===== src/rtl/uart_cmd_parser.sv =====
// uart_cmd_parser: decodes F<a><b>/D<t><u> line commands into pwm_gen settings and answers K/E.
// Define QUERY_CMD_EN to add the "?" command, which streams back the current settings.
module uart_cmd_parser #(
  parameter logic [7:0] ACK_CHAR = 8'h4B,
  parameter logic [7:0] NAK_CHAR = 8'h45
) (
  input  logic       clk,
  input  logic       rst_n,
  input  logic [7:0] rx_data,
  input  logic       rx_valid,
  output logic [7:0] tx_data,
  output logic       tx_valid,
  input  logic       tx_ready,
  output logic [1:0] pow2,
  output logic [1:0] pow5,
  output logic [6:0] duty_cycle,
  output logic       cfg_update,
  output logic       resp_drop
);
`ifdef QUERY_CMD_EN
  typedef enum logic [3:0] {IDLE, F1, F2, F3, D1, D2, D3, ERR, Q1} state_t;
`else
  typedef enum logic [2:0] {IDLE, F1, F2, F3, D1, D2, D3, ERR} state_t;
`endif
  state_t state_q, state_d;
  logic [3:0] dig0_q, dig0_d, dig1_q, dig1_d, digit;
  logic [1:0] pow2_q, pow2_d, pow5_q, pow5_d;
  logic [6:0] duty_q, duty_d;
  logic [7:0] tx_data_q, tx_data_d, resp_byte;
  logic tx_valid_q, tx_valid_d, cfg_update_q, cfg_update_d, resp_drop_q, resp_drop_d;
  logic is_term, is_f, is_d, dig4, dig10, resp_due, tx_busy;
`ifdef QUERY_CMD_EN
  logic [2:0] q_left_q, q_left_d;
  logic [15:0] snap_q, snap_d;
  logic [3:0] dt_q, dt_d, du_q, du_d;
  logic q_start;
`endif
  always_comb begin
    digit = rx_data[3:0];
    is_term = rx_data == 8'h0D || rx_data == 8'h0A;
    is_f = rx_data == 8'h46 || rx_data == 8'h66;
    is_d = rx_data == 8'h44 || rx_data == 8'h64;
    dig4 = rx_data >= 8'h30 && rx_data <= 8'h33;
    dig10 = rx_data >= 8'h30 && rx_data <= 8'h39;
    state_d = state_q;
    dig0_d = dig0_q;
    dig1_d = dig1_q;
    pow2_d = pow2_q;
    pow5_d = pow5_q;
    duty_d = duty_q;
    cfg_update_d = 1'b0;
    resp_drop_d = 1'b0;
    resp_due = 1'b0;
    resp_byte = NAK_CHAR;
    tx_valid_d = tx_valid_q & ~tx_ready;
    tx_data_d = tx_data_q;
    tx_busy = tx_valid_q & ~tx_ready;
`ifdef QUERY_CMD_EN
    q_left_d = q_left_q;
    snap_d = snap_q;
    dt_d = dt_q;
    du_d = du_q;
    q_start = 1'b0;
    // While streaming, each accepted byte is immediately replaced by the next one
    if (tx_valid_q && tx_ready && q_left_q != 3'd0) begin
      tx_valid_d = 1'b1;
      tx_data_d = q_left_q == 3'd1 ? 8'h0A : {4'h3, q_left_q == 3'd4 ? snap_q[11:8] :
                                                   q_left_q == 3'd3 ? snap_q[7:4] : snap_q[3:0]};
      q_left_d = q_left_q - 3'd1;
    end
    tx_busy = tx_busy | (q_left_q != 3'd0);
`endif
    if (rx_valid)
      case (state_q)
        IDLE: begin
          state_d = is_f ? F1 : is_d ? D1 : is_term ? IDLE : ERR;
`ifdef QUERY_CMD_EN
          if (rx_data == 8'h3F) state_d = Q1;
`endif
        end
        F1: begin
          dig0_d = digit;
          state_d = dig4 ? F2 : is_term ? IDLE : ERR;
          resp_due = is_term;
        end
        F2: begin
          dig1_d = digit;
          state_d = dig4 ? F3 : is_term ? IDLE : ERR;
          resp_due = is_term;
        end
        D1: begin
          dig0_d = digit;
          state_d = dig10 ? D2 : is_term ? IDLE : ERR;
          resp_due = is_term;
        end
        D2: begin
          dig1_d = digit;
          state_d = dig10 ? D3 : is_term ? IDLE : ERR;
          resp_due = is_term;
        end
        F3: begin
          state_d = is_term ? IDLE : ERR;
          if (is_term) begin
            pow2_d = dig0_q[1:0];
            pow5_d = dig1_q[1:0];
            cfg_update_d = 1'b1;
            resp_due = 1'b1;
            resp_byte = ACK_CHAR;
          end
        end
        D3: begin
          state_d = is_term ? IDLE : ERR;
          if (is_term) begin
            duty_d = 7'(dig0_q) * 7'd10 + 7'(dig1_q);
`ifdef QUERY_CMD_EN
            dt_d = dig0_q;
            du_d = dig1_q;
`endif
            cfg_update_d = 1'b1;
            resp_due = 1'b1;
            resp_byte = ACK_CHAR;
          end
        end
        ERR: begin
          state_d = is_term ? IDLE : ERR;
          resp_due = is_term;
        end
`ifdef QUERY_CMD_EN
        Q1: begin
          state_d = is_term ? IDLE : ERR;
          q_start = is_term;
        end
`endif
        default: state_d = IDLE;
      endcase
    if (resp_due) begin
      if (tx_busy) resp_drop_d = 1'b1;
      else begin
        tx_valid_d = 1'b1;
        tx_data_d = resp_byte;
      end
    end
`ifdef QUERY_CMD_EN
    if (q_start) begin
      if (tx_busy) resp_drop_d = 1'b1;
      else begin
        tx_valid_d = 1'b1;
        tx_data_d = {6'h0C, pow2_q};
        snap_d = {2'b00, pow2_q, 2'b00, pow5_q, dt_q, du_q};
        q_left_d = 3'd4;
      end
    end
`endif
  end
  always_ff @(posedge clk or negedge rst_n)
    if (!rst_n) begin
      state_q <= IDLE;
      dig0_q <= 4'd0;
      dig1_q <= 4'd0;
      pow2_q <= 2'd0;
      pow5_q <= 2'd0;
      duty_q <= 7'd0;
      tx_data_q <= 8'h00;
      tx_valid_q <= 1'b0;
      cfg_update_q <= 1'b0;
      resp_drop_q <= 1'b0;
`ifdef QUERY_CMD_EN
      q_left_q <= 3'd0;
      snap_q <= 16'd0;
      dt_q <= 4'd0;
      du_q <= 4'd0;
`endif
    end else begin
      state_q <= state_d;
      dig0_q <= dig0_d;
      dig1_q <= dig1_d;
      pow2_q <= pow2_d;
      pow5_q <= pow5_d;
      duty_q <= duty_d;
      tx_data_q <= tx_data_d;
      tx_valid_q <= tx_valid_d;
      cfg_update_q <= cfg_update_d;
      resp_drop_q <= resp_drop_d;
`ifdef QUERY_CMD_EN
      q_left_q <= q_left_d;
      snap_q <= snap_d;
      dt_q <= dt_d;
      du_q <= du_d;
`endif
    end
  assign tx_data = tx_data_q;
  assign tx_valid = tx_valid_q;
  assign pow2 = pow2_q;
  assign pow5 = pow5_q;
  assign duty_cycle = duty_q;
  assign cfg_update = cfg_update_q;
  assign resp_drop = resp_drop_q;
endmodule


===== config.mk =====
export PLATFORM = sky130hd
export DESIGN_NAME = uart_cmd_parser
export DESIGN_NICKNAME = d
export VERILOG_FILES = /design/src/rtl/uart_cmd_parser.sv
export SDC_FILE = /design/constraint.sdc
export NUM_CORES = 1
export LEC_CHECK = 0
export BUFFER_PORTS_ARGS = -buffer_cell sky130_fd_sc_hd__clkbuf_2
export CORE_ASPECT_RATIO = 0.9
export CORE_UTILIZATION = 45
export DETAILED_ROUTE_END_ITERATION = 12
export PLACE_DENSITY = 0.74
export RECOVER_POWER = 100
export SLEW_MARGIN = 20
export SYNTH_ARGS = -nofsm -noshare
export SYNTH_HDL_FRONTEND = slang
export SYNTH_SLANG_ARGS = --single-unit

===== constraint.sdc =====
create_clock -name clk -period 2.2 [get_ports clk]
set_input_delay 0.22 -clock clk [delete_from_list [all_inputs] [get_ports clk]]
set_output_delay 0.22 -clock clk [all_outputs]
set_load 0.005 [all_outputs]

==> results of run 1 <==
==> per-layer routing <==
layer | wire length [µm] | part of all wire [%]
met5 | 0 | 0
met4 | 48 | 1.5
met3 | 168 | 5.3
met2 | 1480 | 47
met1 | 1460 | 46
==> critical path: stages (launching register included) <==
cell and delay [ns]:
dfrtp_1 0.43, ha_1 0.32, ha_1 0.22, fa_1 0.52
nand2_1 0.08, nor3_2 0.15, xnor2_1 0.14, o21ai_1 0.07
==> final cells by class <==
| class | count | share of cell area, % |
|---|---|---|
| Clock buffer | 4 | 2.97 |
| Multi-Input combinational cell | 110 | 47.1 |
| Sequential cell | 28 | 37.8 |
| Timing Repair Buffer | 32 | 8.16 |
| Inverter | 5 | 1.01 |
| Tap cell | 44 | 2.97 |
==> power breakdown <==
| group | total [W] | internal (W) | switching, W | leakage (nW) |
|---|---|---|---|---|
| clock | 0.000315 | 0.000160 | 0.000154 | 0.0288 |
| combinational | 0.000116 | 0.0000515 | 0.0000649 | 0.486 |
| sequential | 0.000550 | 0.000534 | 0.0000164 | 0.367 |
==> worst paths after layout <==
path,startpoint,to,cells past startpoint
worst max-delay path,dig0_q[1],duty_cycle[6],7
max in group asynchronous,rst_n,dig1_q[1],2
worst max register to register,dig0_q[1],duty_cycle[6],7
worst min-delay path,tx_ready,tx_data[0],3
min in group asynchronous,rst_n,duty_cycle[1],2
worst min register to register,duty_cycle[2],duty_cycle[2],2
==> repair_timing <==
action	CTS	global route
hold buffers	1	0
hold endpoints to repair	28	0
resized for setup	0	1
setup endpoints to repair	0	1
==> placed cells by master (no fill, tap or decap), drive strengths merged, types with 3 or more instances in the layout <==
cell,count
ha,6
mux2,14
a21oi,5
nand3,3
clkbuf,35
o211ai,5
nor2b,4
dfrtp,28
nor2,9
inv,5
nand2,11
nor3b,3
o21ai,11
conb,3
xor2,4
==> state kept, by name (all words and copies together) (netlist names) <==
name,count
resp_drop,1
cfg_update,1
pow2,2
tx_valid,1
duty_cycle,7
dig0_q,4
state_q,3
pow5,2
tx_data,3
dig1_q,4
==> logic make-up (layout without fill, tap and decap cells) <==
logic type / Yosys count / after routing / share of synthesized area (%)
AND/OR/NAND/NOR: 46 / 46 / 18.0
AO/OA/AOI/OAI: 32 / 32 / 13.3
flip-flops: 28 / 28 / 42.5
multiplexers: 15 / 15 / 11.1
buffers and inverters: 15 / 41 / 4.78
adder cells (fa/ha/maj): 8 / 8 / 6.97
XOR/XNOR: 6 / 6 / 3.18
other: 1 / 3 / 0.227
==> per-stage QoR <==
stage	utilization (%)	worst slack [ns]	hold WS (ns)	cell area, µm²
2_1_floorplan	-	0.258	-0.0756	1660
3_5_place_dp	52.8	0.149	0.301	1810
4_1_cts	54.7	0.135	0.245	1880
6_report	54.1	0.153	0.254	1860
3_3_place_gp	52.8	0.229	0.288	1810
5_1_grt	54.1	0.00301	0.302	1860
==> reports/qor.yml, run 1 <==
synthCells: 151
ios: 34
r2r_setup_slack_ns: 0.15
critPathLaunchType: "register"
yosysTopAreaCellShare_pct: 42.5
clock_path_buffers: 2
final_layout_size_suffix_gt1_share_pct: 25.1
multi_input_area_um2: 875
wl_per_cell_um: 14.2
finalSetupViolations: 0
synth_edf_count: 0
numCtsBuffers: 3
coreArea_um2: 3430
powerDensity_nw_per_um2: 529
synth_common_cells: "28 x dfrtp_1, 11 x nand2_1, 10 x mux2_2"
grt_start_max_net_pins: 29
htreeDepth: 1
grt_use_met3_pct: 1.73
cts_setup_buffers: 0
routed-via-count: 1229
skew_ns: 0.00342
via_per_inst: 5.51
area_growth_pct: 12.4
grt_use_met1_pct: 24.8
fillers: 316
fmax_mhz: 488
ys.flop_type: "dfrtp_1"
die-area_um2: 3910
dp_hpwl_um: 2370
busiest_layer: "met2"
rsz0062_at_grt: "false"
hp-class: "primary input to register"
yosys-top-cells-area: "dfrtp_1 42%, mux2_2 6.8%, ha_1 4.5%"
grt.total_usage_pct: 17.6
netlist_area_um2: 1650
first_pass_iters: 4
synth_cell_types: 43
finalHoldViolCount: 0
synth_seq_cells: 28
overflow: 0
arrival_ns: 2.20
grt_pass1_vias: 1153
grt_util_met2_pct: 27.7
worst_pin_slew_ns: 1.46
die_w_um: 65.8
ys_warn_count: 0
dp_cells: 218
fin_crit_ns: 2.05
totalWireLength_um: 3160
cts_sinks: 28
power.total_w: 0.000981
num_rows: 20
diodes: 0
final_cells: 223
status: "complete, no violations"
drt_iter0_drc: 65
clkTransAtPathRegs_ns: 0.09
start_util_pct: 48.1
synth_seq_area_share_pct: 42.5
gp_congestion: 0.803
crit_required_ns: 2.36
slew_headroom_pct: 2.73
root_buffer: "clkbuf_8"
die_h_um: 59.5
end_kind: "register"
drc: 0
ir_drop_mv: 0.236
drt.antenna.violating_nets: 0
layout_worst_path_cycle_share_pct: 93.1
clkLatencyLatePin_ns: 0.27
cts_tree: "yes"
grt_antenna_before_repair: 0
io_buffer_count: 30
max_cap_viol_count: 0
grt_pass1_wl_um: 5220
yosys.area.top_type: "dfrtp_1"
power.leakage_nw: 0.882
syn_area_per_cell_um2: 10.9
async_reset_ff_share_pct: 100
fin_nets: 200
finalMaxSlewViolations: 0
yosysMostFrequentCell: "dfrtp_1"
fin_setup_tns_ns: 0
crit_fanout: 5
ff_latch_area_um2: 701
criticalPathCategory: "register to register"
No activity file was read; power rests on OpenSTA's default activity.
==> run 2, diff against run 1 <==
ABC_AREA = 1   (was not set)
CTS_BUF_LIST = sky130_fd_sc_hd__clkbuf_4 sky130_fd_sc_hd__clkbuf_8 sky130_fd_sc_hd__clkbuf_16   (was not set)
==> reports/qor.yml, run 2 <==
area_growth_pct: 10.8
powerDensity_nw_per_um2: 1020
synth_seq_cells: 28
ios: 34
grt_pass1_vias: 1115
die-area_um2: 3910
die_w_um: 65.8
clock_path_buffers: 2
drt_iter0_drc: 65
gp_congestion: 0.807
grt.total_usage_pct: 17.1
arrival_ns: 2.17
drt.antenna.violating_nets: 0
start_util_pct: 48.1
place_area_um2: 1800
coreArea_um2: 3430
cts_setup_buffers: 0
totalWireLength_um: 2910
clkTransAtPathRegs_ns: 0.10
diodes: 0
slowest_stage: "fa_1"
drc: 0
layout_common_cells: "58 x nand2_1, 28 x dfrtp_1, 24 x clkbuf_2"
end_kind: "register"
critPathLaunchType: "register"
skew_ns: 0.00932
fin_crit_ns: 1.95
grt_pass1_wl_um: 4970
grt_use_met1_pct: 22.4
cts_sinks: 28
dp_cells: 273
yosysTopAreaCellShare_pct: 42.5
cts_resized: 0
final_common_cell: "nand2_1"
synth_cell_types: 29
rsz0062_at_grt: "false"
synth_edf_count: 0
grt_use_met3_pct: 1.73
crit_required_ns: 2.43
power.leakage_nw: 1.02
status: "complete, no violations"
postLayoutCellArea_um2: 1830
ys_warn_count: 0
synth_common_cells: "57 x nand2_1, 28 x dfrtp_1, 23 x inv_1"
wl_per_cell_um: 10.5
finalHoldViolCount: 0
final_cells: 278
htreeDepth: 1
die_h_um: 59.4
slew_headroom_pct: 3.53
finalSetupViolations: 0
syn_area_per_cell_um2: 8.08
worst_path_dominant_cell_family: "adder cells"
overflow: 0
worst_pin_slew_ns: 1.45
busiest_layer: "met2"
via_per_inst: 4.70
numCtsBuffers: 3
critPathMaxStageDelay_ns: 0.51
root_buffer: "clkbuf_8"
cts_tree: "yes"
max_cap_viol_count: 0
async_reset_ff_share_pct: 100
dp_hpwl_um: 2190
routed-via-count: 1306
finalMaxSlewViolations: 0
ys.flop_type: "dfrtp_1"
largest_register_ffs: 7
grt_util_met2_pct: 27.8
fin_setup_tns_ns: 0
yosys-top-cells-area: "dfrtp_1 42%, nand2_1 13%, inv_1 5.2%"
yosysMostFrequentCell: "nand2_1"
postCtsHoldBufs: 1
path_cells: "ha_1 > ha_1 > fa_1 > and3_1 > xor2_1 > nand2_1 > nand2_1"
final_layout_size_suffix_gt1_share_pct: 15.8
ir_drop_mv: 0.472
netlist_area_um2: 1650
yosys.area.top_type: "dfrtp_1"
path_buf_inv: 0
layout_worst_path_cycle_share_pct: 88.4
crit_fanout: 4
synth_seq_area_share_pct: 42.5
grt_start_max_net_pins: 29
num_rows: 20
first_pass_iters: 5
hp-class: "primary input to register"
io_buffer_count: 30
clkLatencyLatePin_ns: 0.28
criticalPathCategory: "register to register"
fmax_mhz: 514
grt_antenna_before_repair: 0
synthCells: 204
fin_nets: 255
-- run 2: worst paths after layout --
path,startpoint,end,slack [ns],cells after the start
worst min register to register,duty_cycle[0],duty_cycle[0],0.49,2
worst min-delay path,tx_ready,resp_drop,0.23,4
worst max register to register,dig0_q[1],duty_cycle[6],0.25,7
max in group asynchronous,rst_n,duty_cycle[0],0.50,2
worst max-delay path,dig0_q[1],duty_cycle[6],0.25,7
min in group asynchronous,rst_n,dig0_q[2],0.84,2
-- run 2: kinds of logic after synthesis --
| kind of cell | count (synthesis) | share of synthesized area, % |
|---|---|---|
| buf+inv | 32 | 9.33 |
| simple gates | 102 | 28.8 |
| other cells | 1 | 0.227 |
| fa+ha+maj | 8 | 6.98 |
| xor+xnor | 5 | 2.66 |
| flops | 28 | 42.5 |
| compound gates | 28 | 9.56 |
-- run 2: area by class of cell --
cell class,instances,area (µm²)
fillers,342,1600
inverters,25,93.8
clock buffers,3,41.3
repair buffers,31,153
flip-flops and latches,28,701
well taps,44,55.1
clock inverters,1,30.0
multi-input cells,146,754
-- run 2: through the flow --
step                hold WS [ns]  worst slack, ns  util [%]  power, W
detailed placement         0.294            0.267      52.6   0.00151
global placement           0.303            0.298      52.6   0.00148
CTS                        0.227            0.252      54.9   0.00192
finish                     0.234            0.254      53.3   0.00186
floorplan                -0.0756            0.330         -   0.00133
global route               0.263            0.102      53.3   0.00202
-- run 2: worst min-delay path, delay by kind of cell --
family	cells	cell delay [ns]
simple gates	2	0.09
buf+inv	2	0.16
-- run 2: where the power goes --
group | switching, W | total (W) | internal, W
sequential | 0.000105 | 0.000730 | 0.000625
clock | 0.000159 | 0.000403 | 0.000244
combinational | 0.000428 | 0.000729 | 0.000301
total | 0.000692 | 0.00186 | 0.00117
-- run 2: metal layers --
metal / vias to the layer above / share of wire [%]
met5: - / 0
met4: 0 / 2.3
met3: 4 / 4.1
met2: 42 / 43
met1: 564 / 51
li1: 696 / -
